**src/rtl/div_seq_pkg.sv**
```systemverilog
// -----------------------------------------------------------------------------
// mips_defs
//   Definitions shared by the execute-stage divider, the hazard unit and the
//   ALU decoder.
//   - ALU_DIV / ALU_DIVU : alucontrolE codes for signed / unsigned divide
//   - div_state_t        : divider sequencer states
//   - is_div()           : true when an alucontrol code is a divide
// -----------------------------------------------------------------------------
package mips_defs;

   localparam logic [5:0] ALU_DIV  = 6'b011100;
   localparam logic [5:0] ALU_DIVU = 6'b001100;

   typedef enum logic [1:0] {
      IDLE = 2'd0,
      BUSY = 2'd1,
      DONE = 2'd2
   } div_state_t;

   // Start qualifier for the divider, as decoded from alucontrolE.
   function automatic logic is_div(input logic [5:0] alucontrol);
      return (alucontrol == ALU_DIV) || (alucontrol == ALU_DIVU);
   endfunction

endpackage

```
**src/rtl/div_seq_step.sv**
```systemverilog
// -----------------------------------------------------------------------------
// div_step
//   One radix-2 restoring division iteration, purely combinational.
//   Ports:
//     part_rem (in,  WIDTH+1) : partial remainder with the next dividend bit
//                               already shifted into the LSB
//     dsr      (in,  WIDTH+1) : divisor magnitude, zero-extended
//     next_rem (out, WIDTH+1) : partial remainder after the trial subtract
//     q_bit    (out, 1)       : quotient bit (inverted borrow)
// -----------------------------------------------------------------------------
module div_step #(
   parameter int WIDTH = 32
) (
   input  logic [WIDTH:0] part_rem,
   input  logic [WIDTH:0] dsr,
   output logic [WIDTH:0] next_rem,
   output logic           q_bit
);

   // One extra bit so the MSB of the difference is the borrow.
   logic [WIDTH+1:0] diff;

   always_comb begin
      diff     = {1'b0, part_rem} - {1'b0, dsr};
      q_bit    = ~diff[WIDTH+1];
      // Keep the difference only when it did not go negative.
      next_rem = q_bit ? diff[WIDTH:0] : part_rem;
   end

endmodule

```
**src/rtl/div_seq.sv**
```systemverilog
// -----------------------------------------------------------------------------
// div_seq
//   Iterative DIV/DIVU sequencer for the MIPS execute stage. One restoring step
//   per cycle; WIDTH iterations per divide. ready is the hazard unit's
//   div_ready input and pulses for one cycle with result valid.
//   Ports:
//     clk        (in)          : rising-edge clock
//     resetn     (in)          : asynchronous active-low reset
//     start      (in)          : a divide is in E
//     signed_div (in)          : 1 = DIV, 0 = DIVU (sampled with start)
//     annul      (in)          : cancel the operation in flight
//     dividend   (in,  WIDTH)  : rs operand
//     divisor    (in,  WIDTH)  : rt operand
//     result     (out, 2*WIDTH): {remainder (HI), quotient (LO)}
//     ready      (out)         : one-cycle completion pulse
//     busy       (out)         : high in BUSY and DONE
// -----------------------------------------------------------------------------
module div_seq
   import mips_defs::*;
#(
   parameter int WIDTH = 32
) (
   input  logic                 clk,
   input  logic                 resetn,
   input  logic                 start,
   input  logic                 signed_div,
   input  logic                 annul,
   input  logic [WIDTH-1:0]     dividend,
   input  logic [WIDTH-1:0]     divisor,
   output logic [2*WIDTH-1:0]   result,
   output logic                 ready,
   output logic                 busy
);

   localparam int CNT_W = (WIDTH > 1) ? $clog2(WIDTH) : 1;
   localparam logic [CNT_W-1:0] CNT_LAST = CNT_W'(WIDTH - 1);

   // Two's-complement negate when n is set. Magnitudes only ever come from a
   // WIDTH-bit signed value, so |most-negative| wraps to itself, which is the
   // correct unsigned magnitude (e.g. |0x80000000| = 0x80000000).
   function automatic logic [WIDTH-1:0] neg_if(input logic [WIDTH-1:0] v,
                                               input logic             n);
      return n ? (~v + WIDTH'(1)) : v;
   endfunction

   div_state_t           state_q,  state_d;
   logic [CNT_W-1:0]     count_q,  count_d;
   logic [WIDTH:0]       rem_q,    rem_d;
   logic [WIDTH-1:0]     dvd_q,    dvd_d;     // dividend in, quotient out
   logic [WIDTH-1:0]     dsr_q,    dsr_d;
   logic                 q_neg_q,  q_neg_d;
   logic                 r_neg_q,  r_neg_d;
   logic [2*WIDTH-1:0]   result_q, result_d;
   logic                 ready_q,  ready_d;
   logic                 busy_q,   busy_d;

   logic [WIDTH:0]       step_in;
   logic [WIDTH:0]       step_rem;
   logic                 step_q;
   logic                 sgn_a;
   logic                 sgn_b;

   // A restoring remainder is always below the divisor, so its top bit never
   // carries information into the next shift.
   wire unused_rem_msb = rem_q[WIDTH];

   assign step_in = {rem_q[WIDTH-1:0], dvd_q[WIDTH-1]};

   div_step #(.WIDTH(WIDTH)) u_step (
      .part_rem (step_in),
      .dsr      ({1'b0, dsr_q}),
      .next_rem (step_rem),
      .q_bit    (step_q)
   );

   always_comb begin
      state_d  = state_q;
      count_d  = count_q;
      rem_d    = rem_q;
      dvd_d    = dvd_q;
      dsr_d    = dsr_q;
      q_neg_d  = q_neg_q;
      r_neg_d  = r_neg_q;
      result_d = result_q;
      sgn_a    = signed_div & dividend[WIDTH-1];
      sgn_b    = signed_div & divisor[WIDTH-1];

      case (state_q)
         IDLE: begin
            if (start && !annul) begin
               q_neg_d = sgn_a ^ sgn_b;
               r_neg_d = sgn_a;
               dvd_d   = neg_if(dividend, sgn_a);
               dsr_d   = neg_if(divisor, sgn_b);
               rem_d   = '0;
               count_d = '0;
               if (divisor == '0) begin
                  // Divide by zero: raw dividend in HI, all ones in LO.
                  state_d  = DONE;
                  result_d = {dividend, {WIDTH{1'b1}}};
               end else begin
                  state_d  = BUSY;
               end
            end
         end
         BUSY: begin
            rem_d   = step_rem;
            dvd_d   = {dvd_q[WIDTH-2:0], step_q};
            count_d = count_q + CNT_W'(1);
            if (count_q == CNT_LAST) begin
               state_d  = DONE;
               result_d = {neg_if(step_rem[WIDTH-1:0], r_neg_q),
                           neg_if({dvd_q[WIDTH-2:0], step_q}, q_neg_q)};
            end
         end
         DONE: begin
            state_d = IDLE;
         end
         default: begin
            state_d = IDLE;
         end
      endcase

      // Annul wins over every transition and leaves the last result intact.
      if (annul) begin
         state_d  = IDLE;
         result_d = result_q;
      end

      ready_d = (state_d == DONE);
      busy_d  = (state_d != IDLE);
   end

   always_ff @(posedge clk or negedge resetn) begin
      if (!resetn) begin
         state_q  <= IDLE;
         count_q  <= '0;
         rem_q    <= '0;
         dvd_q    <= '0;
         dsr_q    <= '0;
         q_neg_q  <= 1'b0;
         r_neg_q  <= 1'b0;
         result_q <= '0;
         ready_q  <= 1'b0;
         busy_q   <= 1'b0;
      end else begin
         state_q  <= state_d;
         count_q  <= count_d;
         rem_q    <= rem_d;
         dvd_q    <= dvd_d;
         dsr_q    <= dsr_d;
         q_neg_q  <= q_neg_d;
         r_neg_q  <= r_neg_d;
         result_q <= result_d;
         ready_q  <= ready_d;
         busy_q   <= busy_d;
      end
   end

   assign result = result_q;
   assign ready  = ready_q;
   assign busy   = busy_q;

endmodule

```
**config.mk**
```make
export PLATFORM = sky130hd
export DESIGN_NAME = div_seq
export DESIGN_NICKNAME = d
export VERILOG_FILES = /design/src/rtl/div_seq_pkg.sv /design/src/rtl/div_seq_step.sv /design/src/rtl/div_seq.sv
export SDC_FILE = /design/constraint.sdc
export NUM_CORES = 1
export LEC_CHECK = 0
export ABC_AREA = 1
export CAP_MARGIN = 5
export CORE_MARGIN = 10
export CORE_UTILIZATION = 25
export DETAILED_ROUTE_END_ITERATION = 10
export HOLD_SLACK_MARGIN = 0.02
export PLACE_DENSITY = 0.5
export SKIP_CTS_REPAIR_TIMING = 1
export SLEW_MARGIN = 0
export SYNTH_ARGS = -nofsm -noshare
export SYNTH_HDL_FRONTEND = slang
export SYNTH_SLANG_ARGS = --single-unit
```
**constraint.sdc**
```tcl
create_clock -name clk -period 9.86 [get_ports clk]
set_input_delay 1.972 -clock clk [delete_from_list [all_inputs] [get_ports clk]]
set_output_delay 1.972 -clock clk [all_outputs]
set_load 0.005 [all_outputs]
```
Word level (Yosys, flattened, before mapping)
Cells that the tools add are included.
- add/sub/neg operators: 6
- equal/unequal tests: 6
- bitwise logic cells: 9
- mux-type cells: 20
- reductions and logical operators: 9
- operators with widths (kind ; count):
    32-bit 2-to-1 mux ; 7
    64-bit 2-to-1 mux ; 3
    32-bit by 1-bit adder with 32-bit output, second input constant ; 4
    32-bit NOT ; 4
    32-bit case mux with 2 select lines ; 2
    64-bit case mux with 2 select lines ; 1
    33-bit by 32-bit subtractor with 34-bit output ; 1
    32-bit logical NOT ; 1
    5-bit case mux with 2 select lines ; 1
    2-bit 2-to-1 mux ; 4
    2-bit != test, second input constant ; 3
    5-bit by 1-bit adder with 5-bit output, second input constant ; 1
    5-bit equality test, second input constant ; 1
    5-bit 2-to-1 mux ; 1
    5-bit AND reduction ; 1
    2-bit case mux with 2 select lines ; 1
    2-bit AND reduction ; 2
    2-bit nonzero test ; 2
    1-bit bitwise AND ; 2
    2-bit by 1-bit equality test with 1-bit output, second input constant ; 1
    2-bit equality test, second input constant ; 1
    2-bit logical NOT ; 1
    1-bit NOT ; 2
    1-bit logical AND ; 1
    2 further kinds ; 2
- bits in registers: 171
- bits of input ports: 69
- word-level logic and storage cells: 60
- output and inout port bits: 66

Longest topological paths before layout
Gate-level depths: netlist of the first run.
- word-level depth: 7
- depth in mapped cells: 28
- depth with buffers taken out: 27

Modules after synthesis
Synthesis of the first run repeated with hierarchy kept, for this count alone.
- cells, all modules: 2313
- area total of the unflattened synthesis: 14071.0 µm²
- modules (own cells, without submodules) (module ; sequential area each (µm²) ; area an instance (µm²) ; instances ; cells each):
    div_seq ; 4279.1 ; 10789.1 ; 1 ; 1647
    div_step ; 0.0 ; 3281.9 ; 1 ; 666

Least setup slack after synthesis of the first run
No wires, ideal clock.
- path kind: input port to flip-flop
- start point: input port dividend[1]
- end point: register dvd_q[30]
- data required time: 9.797 ns
- setup slack: 6.064 ns
- data arrival time: 3.733 ns
- stages: 15
- library setup time: 0.063 ns
- cell sequence: inv_1 ha_1 nand3_1 nor3_2 nand4_1 nor4_1 inv_1 nand2_1 nand2_1 or2_1 nor2_1 a21oi_1 o31ai_1 o21ai_1 inv_1
- word-level cells in the longest chain between the ends: 5
- RTL lines (what ; RTL line ; RTL):
    start, declared ; div_seq.sv:28 ; input logic [WIDTH-1:0] dividend,
    32-bit NOT ; div_seq.sv:43 ; return n ? (~v + WIDTH'(1)) : v;
    32-bit by 1-bit adder with 32-bit output ; div_seq.sv:43 ;
    32-bit 2-to-1 mux ; div_seq.sv:43 ;
    32-bit 2-to-1 mux ; div_seq.sv:90 ; if (start && !annul) begin
    32-bit case mux with 2 select lines ; div_seq.sv:88 ; case (state_q)
    end signal, assigned ; div_seq.sv:150 ; dvd_q <= dvd_d;
    end, declared ; div_seq.sv:49 ; logic [WIDTH-1:0] dvd_q, dvd_d;
No other way between the ends. The select of a mux whose other input is x is not followed.
A chain may end at the register's enable or synchronous reset.

Final worst setup path of the first run
- start point: register rem_q[20]
- end point: register result_q[30] (netlist: result[30])
- word-level cells in the longest chain between the ends: 7
- RTL lines (what ; RTL line ; RTL):
    start, declared ; div_seq.sv:48 ; logic [WIDTH:0] rem_q, rem_d;
    start signal, assigned ; div_seq.sv:149 ; rem_q <= rem_d;
    33-bit by 32-bit subtractor with 34-bit output ; div_seq_step.sv:24 ; diff = {1'b0, part_rem} - {1'b0, dsr};
    1-bit NOT ; div_seq_step.sv:25 ; q_bit = ~diff[WIDTH+1];
    32-bit NOT ; div_seq.sv:43 ;
    32-bit by 1-bit adder with 32-bit output ; div_seq.sv:43 ;
    32-bit 2-to-1 mux ; div_seq.sv:43 ;
    64-bit 2-to-1 mux ; div_seq.sv:110 ; if (count_q == CNT_LAST) begin
    64-bit case mux with 2 select lines ; div_seq.sv:88 ;
    end signal, assigned ; div_seq.sv:154 ; result_q <= result_d;
    end, declared ; div_seq.sv:53 ; logic [2*WIDTH-1:0] result_q, result_d;
No other way between the ends. The select of a mux whose other input is x is not followed.

==> impl_metrics.ini, run 1 <==
[run_status]
status = finished, final reports clean

[routing]
final_antenna_net_count = 0
first_iter_violations = 1233
wl_per_cell_um = 18.0
vias_per_cell = 4.82
dr.pass1.iters = 5
wl_um = 52900
via_count = 14200
drc_errors = 0

[floorplanning]
fp-row-count = 85
io_pins = 135
dieArea_um2 = 63800
die_y_um = 253
core_area_um2 = 53700
die_x_um = 253
start_util = 0.252

[logic_synthesis]
avgSynthCellArea_um2 = 6.31
synth_cell_types = 55
synth_edf_count = 0
yosysWarningCount = 0
async_flop_share = 1.00
synth.net_count = 2250
synth.area.top_cells = dfrtp_1 32%, nand2_1 19%, inv_1 8.0%
netlist_area_um2 = 13500
ys.flop_type = dfrtp_1
synth_top_area_share = 0.316
synthTopCellsByCount = 686 x nand2_1, 290 x inv_1, 182 x nor2_1, 171 x dfrtp_1, 154 x nand3_1
synth.most_common_cell = nand2_1
ys_ff_latch = 171
yosysTopAreaCell = dfrtp_1
syn_inst = 2142
ys_seq_area_frac = 0.316

[timing]
fin_crit_sh = 0.522
tightest_slew_ns = 1.03
layout_setup_ws_ns = 4.72
hold_slack_ns = 0.466
rsz0062_at_grt = false
drv_slew = 0
fin_skew_ns = 0.0247
tns_ns = 0
hold_viol_final = 0
max_freq_mhz = 194
setup_viol = 0
maxSlewHeadroom = 0.311
post-route-min-period_ns = 5.14

[flow_run]
maxCapViolCount = 0

[cts]
htree_levels = 4
clkSinkCount = 171
cts_root_buf = clkbuf_16
clock_latency_ns = 0.48
cts_made_buffers = 17
clk_pin_slew_ns = 0.08
cts_tree = built
clock_path_buffers = 2

[finish]
nFillCells = 5964
area_delta_synth_final_pct = 18.9
drive_gt1_frac = 0.0531
layout.nets = 2337

[setup_path]
arrival_ns = 5.51
slowest_stage = dfrtp_1
crit_path_frequent_cell = nand2_1
start_kind = flop
cp_max_fo = 52
end_kind = flop
cp_top_family = simple AND/OR/NAND/NOR gates
crit_type = reg -> reg
path_buf_inv = 4
crit_required_ns = 10.22
max_stage_delay_ns = 0.49

[pwr]
p_switching_w = 0.00266
p_seq_frac = 0.231
power.leakage_nw = 7.84
p_int_w = 0.00236
clock_power_share = 0.142
ir_worst_vdd_mv = 0.165
p_per_area_nw_per_um2 = 312
combinationalPowerShare = 0.627
switching_share = 0.529

[placement]
preCtsSetupSlack_ns = 4.30
dp_hpwl_um = 41300
io_buffers = 134
gp_congestion = 0.919

[grt]
antenna_found_initial = 1
grt_usage = 0.165
grt_max_degree = 85
grt_first_pass_wirelength_um = 81500
grt-ovfl-total = 0
grt_pass1_vias = 13900

[min_path]
hp-class = reg -> reg
path summary, 6_finish.rpt:
path	start	endpoint	slack [ns]	depth (start not counted)
setup / recovery	rem_q[20]$_DFFE_PN0P_	result[30]$_DFFE_PN0P_	4.72	26
setup reg to reg	rem_q[20]$_DFFE_PN0P_	result[30]$_DFFE_PN0P_	4.72	26
hold reg to reg	count_q[3]$_DFFE_PN0P_	count_q[3]$_DFFE_PN0P_	0.47	1
max in group asynchronous	resetn	dsr_q[9]$_DFFE_PN0P_	6.99	2
min in group asynchronous	resetn	result[62]$_DFFE_PN0P_	1.49	1
hold / removal	count_q[3]$_DFFE_PN0P_	count_q[3]$_DFFE_PN0P_	0.47	1
logic make-up after synthesis:
logic type / after synthesis / share of synthesized area
fa+ha+maj: 39 / 0.0366
simple gates: 1178 / 0.374
buf+inv: 391 / 0.113
compound gates: 320 / 0.132
xor+xnor: 43 / 0.0278
flops: 171 / 0.316
state kept, by name (all words and copies together), names as in the netlist:
| signal | cells |
|---|---|
| busy | 1 |
| count_q | 5 |
| dsr_q | 32 |
| dvd_q | 32 |
| q_neg_q | 1 |
| r_neg_q | 1 |
| ready | 1 |
| rem_q | 32 |
| result | 64 |
| state_q | 2 |
placed cells by master, fill, tap and decap left out, types with 6 or more instances in the layout:
cell type        netlist  layout
a21oi_1               89      89
a31oi_1               10      10
and2_1                 8       8
buf_4                  1      11
clkbuf_16              0      17
clkdlybuf4s50_1        0     133
dfrtp_1              171     171
ha_1                  38      38
inv_1                290     288
inv_2                 21      21
nand2_1              686     686
nand2_2               15      15
nand3_1              154     154
nand4_1               32      32
nor2_1               182     180
nor2_2                12      12
nor2_4                 6       8
nor3_1                39      38
nor4_1                18      18
o211ai_1              14      14
o21ai_0              140     140
o21ai_1               17      17
o22ai_1               14      14
o31ai_1                6       6
or2_2                  9       9
xnor2_1               12      12
xor2_1                31      31
area by class of cell:
cell class | count | area, µm² | share of cell area
multi-input cells | 1580 | 7740 | 0.481
flip-flops and latches | 171 | 4280 | 0.266
repair buffers | 145 | 1430 | 0.0886
inverters | 314 | 1180 | 0.0734
well taps | 696 | 871 | 0.0542
clock buffers | 21 | 450 | 0.0280
clock inverters | 11 | 131 | 0.00817
diodes | 1 | 2.50 | 0.000156
power groups by stage:
stage / registers [W] / logic [W] / clock network [W]
after floorplan: 0.00108 / 0.00219 / 0
after global placement: 0.00117 / 0.00312 / 0
after detailed placement: 0.00117 / 0.00315 / 0
after CTS: 0.00116 / 0.00316 / 0.000726
after global routing: 0.00119 / 0.00356 / 0.000751
final: 0.00116 / 0.00315 / 0.000711
through the flow:
stage	area, µm²	power, W	cells	utilization
global placement	15500	0.00429	2906	0.289
CTS	16100	0.00505	2938	0.299
detailed placement	15500	0.00432	2906	0.289
finish	16100	0.00502	2939	0.299
floorplan	13500	0.00327	2142	-
global route	16100	0.00550	2938	0.299
per-layer routing:
| metal | routed length [µm] | vias up | global-route usage | part of all wire |
|---|---|---|---|---|
| li1 | - | 7037 | - | - |
| met1 | 24200 | 6722 | 0.217 | 0.46 |
| met2 | 24400 | 353 | 0.268 | 0.46 |
| met3 | 2760 | 58 | 0.0269 | 0.052 |
| met4 | 1480 | 2 | 0.0616 | 0.028 |
| met5 | 20 | - | 0 | 0.00038 |
No activity file was read; power rests on OpenSTA's default activity.
==> run 2: changes to the inputs <==
--- a/config.mk
+++ b/config.mk
@@ -11,7 +11,7 @@
 export CORE_UTILIZATION = 25
 export DETAILED_ROUTE_END_ITERATION = 10
 export HOLD_SLACK_MARGIN = 0.02
-export PLACE_DENSITY = 0.5
+export PLACE_DENSITY = 0.52
 export SKIP_CTS_REPAIR_TIMING = 1
 export SLEW_MARGIN = 0
 export SYNTH_ARGS = -nofsm -noshare
==> constraint.sdc (replaced) <==
create_clock -name clk -period 4.5 [get_ports clk]
set_input_delay 0.9 -clock clk [delete_from_list [all_inputs] [get_ports clk]]
set_output_delay 0.9 -clock clk [all_outputs]
set_load 0.005 [all_outputs]
==> run 2 against run 1 <==
Net effect:
- via count increased by 1.4%
- sequential power rose by 120%
- clock-buffer cell count fell by 3
- hold slack improved by 0.0098 ns
- clock power up 140%
- die area unchanged
- final cell count grew 0.54%
- non-clock buffer count is 17 higher
- utilization rose by 0.52 points
==> impl_metrics.ini, run 2 (synthesized netlist as in run 1, its figures left out) <==
[run_status]
status = finished, final reports clean

[routing]
vias_per_cell = 4.86
final_antenna_net_count = 0
via_count = 14400
wl_um = 53200
dr.pass1.iters = 5
wl_per_cell_um = 18.0
first_iter_violations = 1272
drc_errors = 0

[pwr]
p_per_area_nw_per_um2 = 688
switching_share = 0.521
p_seq_frac = 0.223
power.leakage_nw = 7.99
clock_power_share = 0.151
ir_worst_vdd_mv = 0.347
combinationalPowerShare = 0.626
power.total_w = 0.0112
p_switching_w = 0.00586
p_int_w = 0.00539

[setup_path]
r2r-start = rem_q[6]$_DFFE_PN0P_
slowest_stage = dfrtp_1
r2r_end = result[28]$_DFFE_PN0P_
crit_required_ns = 4.86
critical_path.startpoint = rem_q[6]$_DFFE_PN0P_
arrival_ns = 4.45
cp_max_fo = 13
crit_type = reg -> reg
cp.depth = 27
cp_top_family = simple AND/OR/NAND/NOR gates
start_kind = flop
max_stage_delay_ns = 0.41
rrSetupSlack_ns = 0.41
crit_path_frequent_cell = nand2_1
end_kind = flop
r2r_cells = 27
path_buf_inv = 4

[grt]
grt_usage = 0.165
antenna_found_initial = 2
grt-ovfl-total = 0
grt_first_pass_wirelength_um = 81400
grt_max_degree = 92
grt_pass1_vias = 13700

[min_path]
hold_start = result[40]$_DFFE_PN0P_
hp-class = reg -> reg
hold_end = result[40]$_DFFE_PN0P_
hold_depth = 2

[timing]
hold_viol_final = 0
maxSlewHeadroom = 0.322
post-route-min-period_ns = 4.09
drv_slew = 0
max_freq_mhz = 245
tightest_slew_ns = 1.02
fin_crit_sh = 0.909
setup_viol = 0
fin_skew_ns = 0.0183
layout_setup_ws_ns = 0.412

[placement]
dp_hpwl_um = 41800
io_buffers = 134
dp_cells = 2920
gp_congestion = 0.940
preCtsSetupSlack_ns = 0.343
place_area_um2 = 15600

[floorplanning]
die_x_um = 253
start_util = 0.252
dieArea_um2 = 63800
fp-row-count = 85
io_pins = 135
die_y_um = 253
core_area_um2 = 53700

[finish]
stdcell_area_um2 = 16400
area_delta_synth_final_pct = 21.0
fin_util = 0.305
layout.nets = 2355
layout_commonest_cell = nand2_1
largest_reg_flops = 64
diodes = 0
layout_common_cells = 685 x nand2_1, 288 x inv_1, 180 x nor2_1
drive_gt1_frac = 0.0633
final_cells = 2955

[cts]
htree_levels = 4
clock_latency_ns = 0.47
clkSinkCount = 171
clk_pin_slew_ns = 0.07
clock_path_buffers = 2
cts_made_buffers = 17
cts_tree = built
cts_root_buf = clkbuf_16

[flow_run]
maxCapViolCount = 0
## run 2: changes by cell type in the layout (fill, tap and decap cells not counted), moves of 2 or more
| cell | before | now |
|---|---|---|
| clkinv_2 | 3 | 1 |
| clkbuf_1 | 3 | 0 |
| clkinvlp_4 | 2 | 4 |
| buf_4 | 11 | 25 |
| bufinv_16 | 2 | 5 |
| nor3_4 | 0 | 2 |
| buf_12 | 0 | 3 |
## run 2: cell type report
type	count	area, µm²
Multi-Input combinational cell	1581	7780
Timing Repair Buffer	162	1590
Inverter	314	1180
Tap cell	696	871
Fill cell	5854	37300
Clock buffer	18	439
Clock inverter	13	215
Sequential cell	171	4280
## run 2: power by group through the flow
stage,Combinational (W),Clock [W],Sequential (W)
floorplan,0.00480,0,0.00236
global placement,0.00697,0,0.00252
detailed placement,0.00698,0,0.00253
CTS,0.00702,0.00173,0.00251
global route,0.00790,0.00180,0.00258
finish,0.00704,0.00170,0.00251
## run 2: worst max path at each step
stage,end,slack (ns)
after floorplan,result[30]$_DFFE_PN0P_,0.86
after CTS,result[30]$_DFFE_PN0P_,0.33
final,result[28]$_DFFE_PN0P_,0.41
after global routing,result[30]$_DFFE_PN0P_,-0.01
after detailed placement,result[30]$_DFFE_PN0P_,0.34
after global placement,result[30]$_DFFE_PN0P_,0.39
## run 2: layer usage
layer / track usage / wire length [µm] / part of all wire / vias up
met5: 0 / 8 / 0.00015 / -
met3: 0.0300 / 3350 / 0.063 / 39
li1: - / - / - / 7102
met1: 0.217 / 23900 / 0.45 / 6784
met2: 0.274 / 25200 / 0.47 / 442
met4: 0.0428 / 794 / 0.015 / 2
## run 2: worst register-to-register path, stage by stage, from the launching register on
cell and delay [ns]:
dfrtp_1 0.41, ha_1 0.37, nand2_2 0.12, inv_2 0.03, nand2_1 0.05, nand2_1 0.08
inv_1 0.08, nand3_2 0.13, nand2_2 0.12, nand2_4 0.09, nand2_8 0.16, nand2_8 0.08
inv_2 0.06, ha_1 0.18, nand3_1 0.15, nor3_4 0.23, nand2_2 0.10, nor3_4 0.18
nand4_1 0.21, nor3_2 0.28, nand2_1 0.15, o21ai_2 0.21, buf_4 0.14, nand2_1 0.05
a21oi_1 0.11, o21ai_0 0.11, nand2_1 0.06, nand2_1 0.05
## run 2: stage by stage
| step | hold slack [ns] | TNS (ns) |
|---|---|---|
| 5_1_grt | 0.513 | -0.0139 |
| 2_1_floorplan | 0.440 | 0 |
| 4_1_cts | 0.485 | 0 |
| 3_3_place_gp | 0.455 | 0 |
| 3_5_place_dp | 0.466 | 0 |
| 6_report | 0.476 | 0 |
==> run 3: changes to the inputs <==
--- a/config.mk
+++ b/config.mk
@@ -10,10 +10,12 @@
 export CORE_MARGIN = 10
 export CORE_UTILIZATION = 25
 export DETAILED_ROUTE_END_ITERATION = 10
-export HOLD_SLACK_MARGIN = 0.02
+export GPL_TIMING_DRIVEN = 0
+export HOLD_SLACK_MARGIN = 0.15
 export PLACE_DENSITY = 0.52
 export SKIP_CTS_REPAIR_TIMING = 1
 export SLEW_MARGIN = 0
 export SYNTH_ARGS = -nofsm -noshare
 export SYNTH_HDL_FRONTEND = slang
+export SYNTH_HIERARCHICAL = 1
 export SYNTH_SLANG_ARGS = --single-unit
==> run 3 against run 2 <==
Net effect:
- die area grew 3.2%
- fmax grew 3.1%
- clock-buffer cell count grew 3
- highest routed layer is now met4
- critical endpoint is now result[56]$_DFFE_PN0P_
==> impl_metrics.ini, run 3 <==
[finish]
drive_gt1_frac = 0.0467
layout.nets = 2559
area_delta_synth_final_pct = 20.8
stdcell_area_um2 = 16900
fin_util = 0.306
layout_commonest_cell = nand2_1
diodes = 0
nFillCells = 6251
largest_reg_flops = 64
layout_common_cells = 823 x nand2_1, 298 x inv_1, 271 x nor2_1

[routing]
first_iter_violations = 1701
via_count = 15500
maxUsedRoutingLayer = met4
wl_um = 59500
vias_per_cell = 4.82
drc_errors = 0
dr.pass1.iters = 5
wl_met3_um = 3780
routed-wl-met2_um = 25600
wl_per_cell_um = 18.5
final_antenna_net_count = 0
wl_met1_um = 29000

[setup_path]
r2r_cells = 23
start_kind = flop
cp_max_fo = 10
end_kind = flop
critical_path.startpoint = rem_q[18]$_DFFE_PN0P_
path_cells = ha_1 -> nand2_1 -> inv_2 -> nand2_1 -> nand3_1 -> a21oi_2 -> nor2_2 -> nor2_8 -> nand2_8 -> buf_6 -> nand2_1 -> nand2_1 -> inv_1 -> ha_1 -> nand2_1 -> nor2_1 -> nand4_1 -> nand2_1 -> nand2_1 -> nand2_1 -> nand3_1 -> nand2_1 -> nand2_1
r2r_end = result[56]$_DFFE_PN0P_
crit_required_ns = 4.86
max_stage_delay_ns = 0.47
cp_top_family = simple AND/OR/NAND/NOR gates
path_buf_inv = 3
crit_path_frequent_cell = nand2_1
slowest_stage = nor2_1
rrSetupSlack_ns = 0.53
r2r-start = rem_q[18]$_DFFE_PN0P_
arrival_ns = 4.33
crit_type = reg -> reg

[logic_synthesis]
yosysWarningCount = 6
netlist_area_um2 = 14000
avgSynthCellArea_um2 = 6.09
synth.net_count = 2405
syn_inst = 2296

[min_path]
hp-class = in -> async

[grt]
grt_first_pass_wirelength_um = 91200
grt_pass1_vias = 14800
grt-ovfl-total = 0
grt_max_degree = 98
grt_usage = 0.178
antenna_found_initial = 1

[pwr]
ir_worst_vdd_mv = 0.296
p_per_area_nw_per_um2 = 296
power.leakage_nw = 8.51

[cts]
clock_latency_ns = 0.48
clock_path_buffers = 2
clkSinkCount = 171
cts_root_buf = clkbuf_16
cts_made_buffers = 17
htree_levels = 4
cts_tree = built
clk_pin_slew_ns = 0.07

[placement]
io_buffers = 134
place_area_um2 = 16300
preCtsSetupSlack_ns = 0.642
dp_hpwl_um = 48000
gp_congestion = 0.940

[floorplanning]
die_x_um = 257
dieArea_um2 = 65800
start_util = 0.253
io_pins = 135
fp-row-count = 86
die_y_um = 257
core_area_um2 = 55300

[timing]
hold_viol_final = 0
layout_setup_ws_ns = 0.533
tightest_slew_ns = 1.20
tns_ns = 0
setup_viol = 0
fin_skew_ns = 0.0185
maxSlewHeadroom = 0.201
hold_slack_ns = 0.393
max_freq_mhz = 252
post-route-min-period_ns = 3.97
drv_slew = 0
fin_crit_sh = 0.882
rsz0062_at_grt = false

[flow_run]
maxCapViolCount = 0

[run_status]
status = finished, final reports clean
run 3: worst max-delay path by stage:
stage | to | slack, ns | depth (start not counted)
2_1_floorplan | result[56]$_DFFE_PN0P_ | 1.52 | 21
3_3_place_gp | dsr_q[15]$_DFFE_PN0P_ | -4.77 | 1
3_5_place_dp | result[56]$_DFFE_PN0P_ | 0.64 | 23
4_1_cts | result[56]$_DFFE_PN0P_ | 0.63 | 23
5_1_grt | result[56]$_DFFE_PN0P_ | 0.19 | 23
6_report | result[56]$_DFFE_PN0P_ | 0.53 | 23
run 3: layout make-up:
cell class	count	area [µm²]	area share
flip-flops and latches	171	4280	0.253
inverters	305	1140	0.0678
plain buffers	74	375	0.0222
clock buffers	21	460	0.0272
multi-input cells	1746	8190	0.485
well taps	748	936	0.0554
clock inverters	11	134	0.00792
repair buffers	135	1370	0.0813
run 3: routing by layer:
metal	up-vias	track usage
met5	-	0
met4	0	0.0501
met3	55	0.0322
met2	490	0.267
met1	7342	0.257
li1	7584	-
run 3: metrics by stage:
stage	cells	total power [W]
global route	3211	0.00532
floorplan	2296	0.00279
global placement	3178	0.00341
finish	3211	0.00500
detailed placement	3179	0.00342
CTS	3211	0.00501
run 3: power breakdown:
part	switching (W)	total [W]	internal (W)
clock network	0.000719	0.00158	0.000856
logic	0.00107	0.00158	0.000508
registers	0.000158	0.00185	0.00169
